--- config.mk ---
export PLATFORM = sky130hd
export DESIGN_NAME = ctrl_seq_fsm
export DESIGN_NICKNAME = d
export VERILOG_FILES = /design/src/rtl/ctrl_seq_fsm.sv
export SDC_FILE = /design/constraint.sdc
export NUM_CORES = 1
export LEC_CHECK = 0
export ABC_AREA = 0
export CAP_MARGIN = 20
export CORE_MARGIN = 4
export CORE_UTILIZATION = 50
export DETAILED_ROUTE_END_ITERATION = 10
export DONT_BUFFER_PORTS = 1
export HOLD_SLACK_MARGIN = 0.12
export PLACE_DENSITY = 0.68
export RECOVER_POWER = 50
export SYNTH_ARGS = -nofsm -noshare
export SYNTH_HDL_FRONTEND = slang
export SYNTH_SLANG_ARGS = --single-unit
--- constraint.sdc ---
create_clock -name clk -period 1.7 [get_ports clk]
set_input_delay 0.255 -clock clk [delete_from_list [all_inputs] [get_ports clk]]
set_output_delay 0.255 -clock clk [all_outputs]
set_load 0.05 [all_outputs]
--- src/rtl/ctrl_seq_fsm.sv ---
// Multicycle control sequencer: accepts an instruction, steps IDLE->T1->T2->T3, and decodes datapath strobes.
// Optional build macro CTRL_SEQ_STALL_EN adds a stall input that freezes T1..T3 and masks the strobes.
module ctrl_seq_fsm #(
    parameter  int RSEL_W  = 3,
    parameter  int DATA_W  = 10,
    localparam int NREG    = 2**RSEL_W,
    localparam int INSTR_W = 4 + 2*RSEL_W
) (
    input  logic               clk,
    input  logic               reset,
`ifdef CTRL_SEQ_STALL_EN
    input  logic               stall,
`endif
    input  logic [INSTR_W-1:0] instr,
    input  logic               instr_valid,
    output logic               instr_ready,
    output logic [NREG-1:0]    rin,
    output logic [NREG-1:0]    rout,
    output logic               ext,
    output logic               imm_en,
    output logic [DATA_W-1:0]  imm_out,
    output logic               ain,
    output logic               gin,
    output logic               gout,
    output logic [2:0]         alu_op,
    output logic               irin,
    output logic               busy,
    output logic               done,
    output logic               err
);

    localparam logic [1:0] S_IDLE = 2'd0;
    localparam logic [1:0] S_T1   = 2'd1;
    localparam logic [1:0] S_T2   = 2'd2;
    localparam logic [1:0] S_T3   = 2'd3;

    localparam logic [3:0] OP_LOAD = 4'b0000;
    localparam logic [3:0] OP_MOVE = 4'b0001;
    localparam logic [3:0] OP_ADD  = 4'b0010;
    localparam logic [3:0] OP_SUB  = 4'b0011;
    localparam logic [3:0] OP_INV  = 4'b0100;
    localparam logic [3:0] OP_AND  = 4'b0101;
    localparam logic [3:0] OP_OR   = 4'b0110;
    localparam logic [3:0] OP_XOR  = 4'b0111;
    localparam logic [3:0] OP_ADDI = 4'b1000;

    logic [1:0]         state;
    logic [1:0]         state_nxt;
    logic [INSTR_W-1:0] ir;
    logic [3:0]         opc;
    logic [RSEL_W-1:0]  fx;
    logic [RSEL_W-1:0]  fy;
    logic               hold;

    assign opc = ir[INSTR_W-1 -: 4];
    assign fx  = ir[2*RSEL_W-1 -: RSEL_W];
    assign fy  = ir[RSEL_W-1:0];

`ifdef CTRL_SEQ_STALL_EN
    assign hold = stall && (state != S_IDLE);
`else
    assign hold = 1'b0;
`endif

    function automatic logic [NREG-1:0] onehot(input logic [RSEL_W-1:0] sel);
        return NREG'(1) << sel;
    endfunction

    function automatic logic [2:0] alu_code(input logic [3:0] op);
        case (op)
            OP_SUB:  return 3'b001;
            OP_INV:  return 3'b010;
            OP_AND:  return 3'b011;
            OP_OR:   return 3'b100;
            OP_XOR:  return 3'b101;
            default: return 3'b000;
        endcase
    endfunction

    function automatic logic [DATA_W-1:0] imm_zext(input logic [RSEL_W-1:0] v);
        return DATA_W'(v);
    endfunction

    function automatic logic is_alu(input logic [3:0] op);
        return (op >= OP_ADD) && (op <= OP_ADDI);
    endfunction

    always_comb begin
        state_nxt   = state;
        rin         = '0;
        rout        = '0;
        ext         = 1'b0;
        imm_en      = 1'b0;
        ain         = 1'b0;
        gin         = 1'b0;
        gout        = 1'b0;
        alu_op      = 3'b000;
        done        = 1'b0;
        err         = 1'b0;
        instr_ready = (state == S_IDLE);
        irin        = (state == S_IDLE) && instr_valid;
        busy        = (state != S_IDLE);
        imm_out     = imm_zext(fy);

        case (state)
            S_IDLE: begin
                if (instr_valid) state_nxt = S_T1;
            end
            S_T1: begin
                if (opc == OP_LOAD) begin
                    ext       = 1'b1;
                    rin       = onehot(fx);
                    done      = 1'b1;
                    state_nxt = S_IDLE;
                end else if (opc == OP_MOVE) begin
                    rout      = onehot(fy);
                    rin       = onehot(fx);
                    done      = 1'b1;
                    state_nxt = S_IDLE;
                end else if (is_alu(opc)) begin
                    rout      = onehot(fx);
                    ain       = 1'b1;
                    state_nxt = S_T2;
                end else begin
                    err       = 1'b1;
                    done      = 1'b1;
                    state_nxt = S_IDLE;
                end
            end
            S_T2: begin
                gin       = 1'b1;
                alu_op    = alu_code(opc);
                state_nxt = S_T3;
                if (opc == OP_ADDI) begin
                    imm_en = 1'b1;
                end else if (opc != OP_INV) begin
                    rout = onehot(fy);
                end
            end
            S_T3: begin
                gout      = 1'b1;
                rin       = onehot(fx);
                done      = 1'b1;
                state_nxt = S_IDLE;
            end
            default: state_nxt = S_IDLE;
        endcase

        // Stall freezes the step and masks every strobe; alu_op and imm_out stay decoded.
        if (hold) begin
            state_nxt = state;
            rin       = '0;
            rout      = '0;
            ext       = 1'b0;
            imm_en    = 1'b0;
            ain       = 1'b0;
            gin       = 1'b0;
            gout      = 1'b0;
            done      = 1'b0;
            err       = 1'b0;
        end

        if (reset) begin
            state_nxt   = S_IDLE;
            rin         = '0;
            rout        = '0;
            ext         = 1'b0;
            imm_en      = 1'b0;
            ain         = 1'b0;
            gin         = 1'b0;
            gout        = 1'b0;
            alu_op      = 3'b000;
            done        = 1'b0;
            err         = 1'b0;
            instr_ready = 1'b0;
            irin        = 1'b0;
            busy        = 1'b0;
            imm_out     = '0;
        end
    end

    always_ff @(posedge clk) begin
        if (reset) begin
            state <= S_IDLE;
            ir    <= '0;
        end else begin
            state <= state_nxt;
            if (irin) ir <= instr;
        end
    end

endmodule

==> flow_metrics.env, run 1 <==
export IMPL_synth_top_area_share_pct=22.9
export IMPL_dp_hpwl_mm=4.09
export IMPL_synth_area_sq_mm=0.00105
export IMPL_ios=52
export IMPL_synth_distinct_cells=39
export IMPL_avgSynthCellArea_sq_um=7.12
export IMPL_io_buffer_count=0
export IMPL_status="did not finish"
export IMPL_ys_ff_latch=12
export IMPL_synth_seq_area_share_pct=22.9
export IMPL_syn_inst=147
export IMPL_finalWeightedCongestion=0.811
export IMPL_synth_area_leaders="dfxtp_1, nor2_1, nand2b_1"
export IMPL_rows=16
export IMPL_ys_flop_type="dfxtp_1"
export IMPL_yosys_area_top_type="dfxtp_1"
export IMPL_synth_warning_count=0
export IMPL_synth_edf_count=0
export IMPL_tool_error="[ERROR DPL-0033] detailed placement checks failed during check placement."
export IMPL_die_h_um=53.8
export IMPL_stop_stage="detailed placement"
export IMPL_start_util_pct=52.8
export IMPL_dieWidth_um=53.8
export IMPL_synthArstFlopShare_pct=0
## cells by family after synthesis
group	share of synthesized area, %
fa+ha+maj	4.78
simple gates	35.7
xor+xnor	0.836
other cells	0.358
flops	22.9
mux	3.23
buf+inv	13.3
compound gates	18.9
## synthesized netlist by cell type (all sizes together) (5+ instances only)
master,instances
nand2b,10
nand2,13
o21ai,8
o211ai,5
nor2b,6
inv,11
nor2,18
a21oi,7
dfxtp,12
buf,12
## through the flow
step	worst slack (ns)	instances	hold WS (ns)	setup TNS, ns
after global placement	-0.196	216	0.329	-0.966
after floorplan	-0.388	153	0.363	-1.88
==> inputs of run 2 (changes only) <==
--- a/config.mk
+++ b/config.mk
@@ -7,12 +7,11 @@
 export LEC_CHECK = 0
 export ABC_AREA = 0
 export CAP_MARGIN = 20
-export CORE_MARGIN = 4
-export CORE_UTILIZATION = 50
+export CORE_AREA = 4 4 65 67
 export DETAILED_ROUTE_END_ITERATION = 10
+export DIE_AREA = 0 0 69 71
 export DONT_BUFFER_PORTS = 1
-export HOLD_SLACK_MARGIN = 0.12
-export PLACE_DENSITY = 0.68
+export PLACE_DENSITY_LB_ADDON = 0.15
 export RECOVER_POWER = 50
 export SYNTH_ARGS = -nofsm -noshare
 export SYNTH_HDL_FRONTEND = slang
==> constraint.sdc (replaced) <==
create_clock -name clk -period 2.2 [get_ports clk]
set_input_delay 0.33 -clock clk [delete_from_list [all_inputs] [get_ports clk]]
set_output_delay 0.33 -clock clk [all_outputs]
set_load 0.05 [all_outputs]
==> run 2 against run 1 <==
  * The flow now finishes, with violations (setup timing)
  * Synthesized cell count unchanged
  * Area after synthesis did not move
==> flow_metrics.env, run 2 <==
export IMPL_cts_buffer_depth=2
export IMPL_yosys_area_top_type="dfxtp_1"
export IMPL_fillerInstances=370
export IMPL_antenna_found_initial=0
export IMPL_grt_pass1_wl_mm=5.20
export IMPL_finalWeightedCongestion=0.788
export IMPL_layout_nets=202
export IMPL_synth_edf_count=0
export IMPL_critPathCaptureType="output port"
export IMPL_rsz0062_at_grt="yes"
export IMPL_setup_viol=2
export IMPL_diodes=0
export IMPL_tns_ns=-0.0629
export IMPL_crit_fanout=3
export IMPL_min_path_cells=1
export IMPL_io_buffer_count=0
export IMPL_syn_inst=147
export IMPL_period_share_pct=102
export IMPL_die_h_um=71
export IMPL_clockPowerShare_pct=29.4
export IMPL_cts_made_buffers=3
export IMPL_leakagePower_nw=0.693
export IMPL_min_path_type="input port to register"
export IMPL_r2r_start="state[0]"
export IMPL_comb_power_share_pct=38.9
export IMPL_switching_share_pct=38.3
export IMPL_routed_via_density=4.80
export IMPL_max_flop_register="ir"
export IMPL_root_buffer="clkbuf_8"
export IMPL_synthArstFlopShare_pct=0
export IMPL_slew_headroom_pct=57.5
export IMPL_overflow=0
export IMPL_drtIter0Drc=23
export IMPL_avgSynthCellArea_sq_um=7.12
export IMPL_final_hold_viol_count=0
export IMPL_dieWidth_um=69
export IMPL_synth_distinct_cells=39
export IMPL_ys_ff_latch=12
export IMPL_wire_per_inst_um=14.1
export IMPL_hold_end="state[0]"
export IMPL_max_cap_violations=0
export IMPL_rr_endpoint="ir[3]"
export IMPL_rows=22
export IMPL_top_regs="ir: 10 flops, state: 1 flops"
export IMPL_multi_input_area_sq_um=870
export IMPL_ys_top_cells_by_count="nor2_1, nand2_1, dfxtp_1, inv_1, nand2b_1"
export IMPL_synth_top_area_share_pct=22.9
export IMPL_synth_warning_count=0
export IMPL_path_class="register to output port"
export IMPL_synth_seq_area_share_pct=22.9
export IMPL_routed_wl_mm=3.27
export IMPL_start_util_pct=28.8
export IMPL_synth_area_leaders="dfxtp_1, nor2_1, nand2b_1"
export IMPL_layout_drive_gt1_share_pct=45.1
export IMPL_drcViolationCount=0
export IMPL_violations="setup timing"
export IMPL_whs_ns=0.160
export IMPL_grtUsageTotal_pct=12.7
export IMPL_ios=52
export IMPL_place_inst=221
export IMPL_r2r_cells=7
export IMPL_crit_required_ns=1.87
export IMPL_vias=1113
export IMPL_final_common_cell="buf_4"
export IMPL_final_antenna_net_count=0
export IMPL_power_frac_seq_pct=31.8
export IMPL_status="complete, but fails checks"
export IMPL_synth_most_common_cell="nor2_1"
export IMPL_setup_ws_ns=-0.0447
export IMPL_area_growth_pct=66.9
export IMPL_min_delay_start="reset"
export IMPL_layout_min_cycle_time_ns=2.24
export IMPL_p_per_area_mw_per_mm2=472
export IMPL_die_area_sq_mm=0.00490
export IMPL_first_global_vias=1057
export IMPL_largest_reg_flops=10
export IMPL_cts_tree="built"
export IMPL_ir_drop_v=0.000315
export IMPL_internal_power_mw=0.509
export IMPL_dp_hpwl_mm=2.51
export IMPL_seq_area_sq_um=245
export IMPL_ys_flop_type="dfxtp_1"
export IMPL_worstMarginPinSlew_ns=0.637
export IMPL_drv_slew=0
export IMPL_rrSetupSlack_ns=0.30
export IMPL_cts_sinks=12
export IMPL_cts_htree_levels=1
export IMPL_layout_cells_non_filler=232
export IMPL_clock_skew_ns=0.00228
export IMPL_crit_arrival_ns=1.91
export IMPL_synth_area_sq_mm=0.00105
export IMPL_final_cell_mix="buf_4, nor2_1, nand2_1, buf_12, inv_1"
export IMPL_p_switching_mw=0.316
export IMPL_dr_pass1_iters=4
export IMPL_grt_max_degree=20
export IMPL_clk_pin_slew_ns=0.06
export IMPL_cp_start_kind="register"
export IMPL_holdBufCountCts=0
export IMPL_clock_latency_ns=0.24
export IMPL_core_sq_mm=0.00363
export IMPL_fmax_mhz=446
run 2: cell counts after synthesis:
No cell type changed its count.
run 2: repair_timing:
item | CTS | global route
setup buffers | 1 | 6
resized for setup | 9 | 27
pin swaps | 3 | 17
cloned | 0 | 0
endpoints found under the setup margin | 11 | 17
run 2: how the worst max path moves through the flow:
| stage | from | end | slack [ns] |
|---|---|---|---|
| 3_3_place_gp | register | rin[4] | 0.15 |
| 4_1_cts | ir[7] | rout[6] | -0.03 |
| 2_1_floorplan | ir[7] | rout[2] | -0.32 |
| 3_5_place_dp | ir[6] | rout[2] | 0.08 |
| 6_report | ir[7] | rout[6] | -0.04 |
| 5_1_grt | ir[9] | rout[2] | -0.09 |
run 2: area by class of cell:
type                    instances  area share, %
flip-flops and latches         12           14.0
multi-input cells             114           49.7
repair buffers                 43           27.1
clock buffers                   4           3.15
well taps                      48           3.44
inverters                      11           2.51
run 2: through the flow:
| stage | util [%] | area, sq um | power (mW) | setup slack, ns |
|---|---|---|---|---|
| 5_1_grt | 48.1 | 1750 | 0.865 | -0.0931 |
| 4_1_cts | 45.4 | 1650 | 0.800 | -0.0328 |
| 2_1_floorplan | - | 1150 | 0.485 | -0.316 |
| 3_3_place_gp | 42.4 | 1540 | 0.535 | 0.151 |
| 3_5_place_dp | 42.4 | 1540 | 0.539 | 0.0842 |
| 6_report | 48.1 | 1750 | 0.825 | -0.0447 |
run 2: worst max-delay path, cell delays in order, from the launching register on:
cell     delay [ns]
dfxtp_2        0.31
or4b_4         0.54
o21ai_4        0.10
or3b_4         0.42
a21oi_4        0.16
buf_12         0.15
run 2: logic make-up (layout without fill, tap and decap cells):
kind of cell | after synthesis | count (layout) | share of synthesized area [%]
AND/OR/NAND/NOR | 70 | 70 | 35.7
AO/OA/AOI/OAI | 29 | 29 | 18.9
buffers and inverters | 27 | 58 | 13.3
flip-flops | 12 | 12 | 22.9
adder cells (fa/ha/maj) | 4 | 4 | 4.78
multiplexers | 3 | 3 | 3.23
other | 1 | 7 | 0.358
XOR/XNOR | 1 | 1 | 0.836
run 2: layer usage:
metal  up-vias  share of wire [%]  GRT usage [%]
met2        41                 51           21.9
met1       510                 42           15.9
met3         0                6.6           3.98
met4         0                  0           1.30
li1        562                  -              -
met5         -                  0              0
run 2: power by group through the flow:
stage	clock (mW)	sequential [mW]	combinational, mW
2_1_floorplan	0	0.260	0.225
5_1_grt	0.258	0.267	0.340
3_5_place_dp	0	0.262	0.277
4_1_cts	0.246	0.258	0.296
3_3_place_gp	0	0.262	0.273
6_report	0.242	0.262	0.321
Power figures use the tool's default switching activity.
==> inputs of run 3 (changes only) <==
--- a/config.mk
+++ b/config.mk
@@ -11,6 +11,7 @@
 export DETAILED_ROUTE_END_ITERATION = 10
 export DIE_AREA = 0 0 69 71
 export DONT_BUFFER_PORTS = 1
+export GPL_ROUTABILITY_DRIVEN = 1
 export PLACE_DENSITY_LB_ADDON = 0.15
 export RECOVER_POWER = 50
 export SYNTH_ARGS = -nofsm -noshare
==> results of run 3 <==
The final DEF is identical to that of run 2; final timing and power are the same.
==> inputs of run 4 (changes only) <==
--- a/config.mk
+++ b/config.mk
@@ -12,6 +12,7 @@
 export DIE_AREA = 0 0 69 71
 export DONT_BUFFER_PORTS = 1
 export GPL_ROUTABILITY_DRIVEN = 1
+export GPL_TIMING_DRIVEN = 0
 export PLACE_DENSITY_LB_ADDON = 0.15
 export RECOVER_POWER = 50
 export SYNTH_ARGS = -nofsm -noshare
==> run 4 against run 3 <==
  * The flow still finishes with violations (setup timing)
  * Combinational power is 5% higher
  * Clock-buffer cell count did not move
  * Sequential power increased by 2%
  * Routed wire length decreased by 2.0%
  * Critical path depth decreased by 1
  * Global-route usage decreased by 0.13 points
  * First-iteration DRC count up 130%
  * Clock skew fell by 0.0019 ns
  * Cell area is 6.7% lower
  * Register-to-register slack better by 0.02 ns
  * Non-clock buffer count decreased by 13
  * Critical endpoint unchanged
==> flow_metrics.env, run 4 (synthesized netlist as in run 2, its figures left out) <==
export IMPL_path_class="register to output port"
export IMPL_cts_buffer_depth=2
export IMPL_met1_length_mm=1.36
export IMPL_rsz0062_at_grt="yes"
export IMPL_rr_endpoint="ir[2]"
export IMPL_crit_chain="or4b_4 > o21ai_4 > or3b_4 > a21oi_4"
export IMPL_max_cap_violations=0
export IMPL_crit_slowest_cell="or4b_4"
export IMPL_finalWeightedCongestion=0.752
export IMPL_fmax_mhz=429
export IMPL_grtUsageTotal_pct=12.5
export IMPL_highest_layer="met4"
export IMPL_drcViolationCount=0
export IMPL_min_path_type="input port to register"
export IMPL_start_util_pct=28.8
export IMPL_slowest_delay_ns=0.54
export IMPL_dp_hpwl_mm=2.34
export IMPL_leakagePower_nw=0.629
export IMPL_min_delay_start="instr[4]"
export IMPL_final_common_cell="buf_4"
export IMPL_wl_met2_mm=1.58
export IMPL_violations="setup timing"
export IMPL_slew_headroom_pct=33.5
export IMPL_placed_cell_area_sq_mm=0.00124
export IMPL_rows=22
export IMPL_tns_ns=-0.298
export IMPL_period_share_pct=106
export IMPL_crit_family="simple AND/OR/NAND/NOR gates"
export IMPL_antenna_found_initial=0
export IMPL_max_flop_register="ir"
export IMPL_hold_end="ir[4]"
export IMPL_p_switching_mw=0.332
export IMPL_min_path_cells=2
export IMPL_core_sq_mm=0.00363
export IMPL_status="complete, but fails checks"
export IMPL_grt_max_degree=11
export IMPL_dpl_worst_slack_ns=-0.311
export IMPL_dr_pass1_iters=4
export IMPL_crit_fanout=4
export IMPL_drtIter0Drc=53
export IMPL_met3_length_um=248
export IMPL_layout_drive_gt1_share_pct=47.4
export IMPL_power_frac_seq_pct=31.6
export IMPL_setup_viol=5
export IMPL_cts_made_buffers=3
export IMPL_top_regs="ir: 10 flops, state: 1 flops"
export IMPL_die_h_um=71
export IMPL_ios=52
export IMPL_rrSetupSlack_ns=0.32
export IMPL_final_hold_viol_count=0
export IMPL_final_cell_mix="buf_4, nand2_1, nor2_1"
export IMPL_vias=1083
export IMPL_comb_power_share_pct=39.8
export IMPL_r2r_cells=6
export IMPL_routed_wl_mm=3.21
export IMPL_dieWidth_um=69
export IMPL_cts_htree_levels=1
export IMPL_worstMarginPinSlew_ns=0.995
export IMPL_routed_via_density=4.95
export IMPL_clockPowerShare_pct=28.5
export IMPL_area_growth_pct=55.8
export IMPL_cts_tree="built"
export IMPL_layout_min_cycle_time_ns=2.33
export IMPL_root_buffer="clkbuf_8"
export IMPL_critPathCaptureType="output port"
export IMPL_io_buffer_count=0
export IMPL_cts_sinks=12
export IMPL_crit_arrival_ns=2.00
export IMPL_ir_drop_v=0.000346
export IMPL_r2r_start="state[0]"
export IMPL_layout_nets=189
export IMPL_cp_start_kind="register"
export IMPL_crit_buf_inv=0
export IMPL_clk_pin_slew_ns=0.05
export IMPL_setup_ws_ns=-0.131
export IMPL_grt_pass1_wl_mm=5.13
export IMPL_drv_slew=0
export IMPL_first_global_vias=1055
export IMPL_final_antenna_net_count=0
export IMPL_overflow=0
export IMPL_die_area_sq_mm=0.00490
export IMPL_clock_skew_ns=0.000429
export IMPL_diodes=0
export IMPL_final_area_sq_mm=0.00163
export IMPL_p_per_area_mw_per_mm2=518
export IMPL_crit_required_ns=1.87
export IMPL_wire_per_inst_um=14.7
export IMPL_power_mw=0.846
export IMPL_switching_share_pct=39.2
export IMPL_clock_latency_ns=0.24
export IMPL_internal_power_mw=0.514
export IMPL_largest_reg_flops=10
[run 4: cell count changes in the layout (fill, tap and decap cells not counted), sizes merged]
cell and delta:
buf -9, clkbuf -4, clkinvlp +1, inv -1
[run 4: cell type report]
class | instances | area, sq um
clock buffer | 4 | 55.1
timing repair buffer | 18 | 150
fill | 379 | 2000
sequential | 12 | 255
buffer | 12 | 90.1
multi-input combinational | 114 | 973
inverter | 11 | 47.5
tap | 48 | 60.1
[run 4: worst max-delay path by stage]
stage | start | slack, ns | cells after the start | end
floorplan | ir[7] | -0.32 | 5 | rout[2]
global placement | ir[8] | -0.51 | 5 | rout[2]
detailed placement | state[0] | -0.31 | 5 | rin[3]
CTS | ir[7] | -0.23 | 5 | rout[6]
global route | ir[8] | -0.18 | 4 | rout[6]
finish | ir[8] | -0.13 | 4 | rout[6]
[run 4: layer usage]
layer | vias to the layer above | GRT usage, %
met5 | - | 0
met4 | 0 | 2.17
met3 | 2 | 4.69
met2 | 40 | 20.1
met1 | 501 | 16.2
li1 | 540 | -
[run 4: power groups by stage]
stage	combinational [mW]	sequential [mW]	clock (mW)
floorplan	0.225	0.260	0
global placement	0.253	0.265	0
detailed placement	0.257	0.265	0
CTS	0.294	0.268	0.248
global route	0.362	0.271	0.262
finish	0.337	0.267	0.241
[run 4: worst reg2reg max path, cell delays in order, from the launching register on]
cell and delay (ns):
dfxtp_4 0.36, inv_2 0.06, ha_1 0.24, nor2b_4 0.38
and2_4 0.25, buf_4 0.15, mux2_2 0.33
[run 4: stage by stage]
step / hold WS (ns) / std cells / utilization, %
6_report: 0.199 / 219 / 44.9
3_3_place_gp: 0.442 / 201 / 33.4
5_1_grt: 0.204 / 219 / 44.9
2_1_floorplan: 0.438 / 153 / -
4_1_cts: 0.198 / 207 / 40.3
3_5_place_dp: 0.449 / 204 / 34.0
[run 4: what timing repair did]
item	in CTS	in global routing
buffers inserted	2	13
endpoints found under the setup margin	27	20
resized for setup	37	27
hold buffers	0	0
pin swaps	8	18
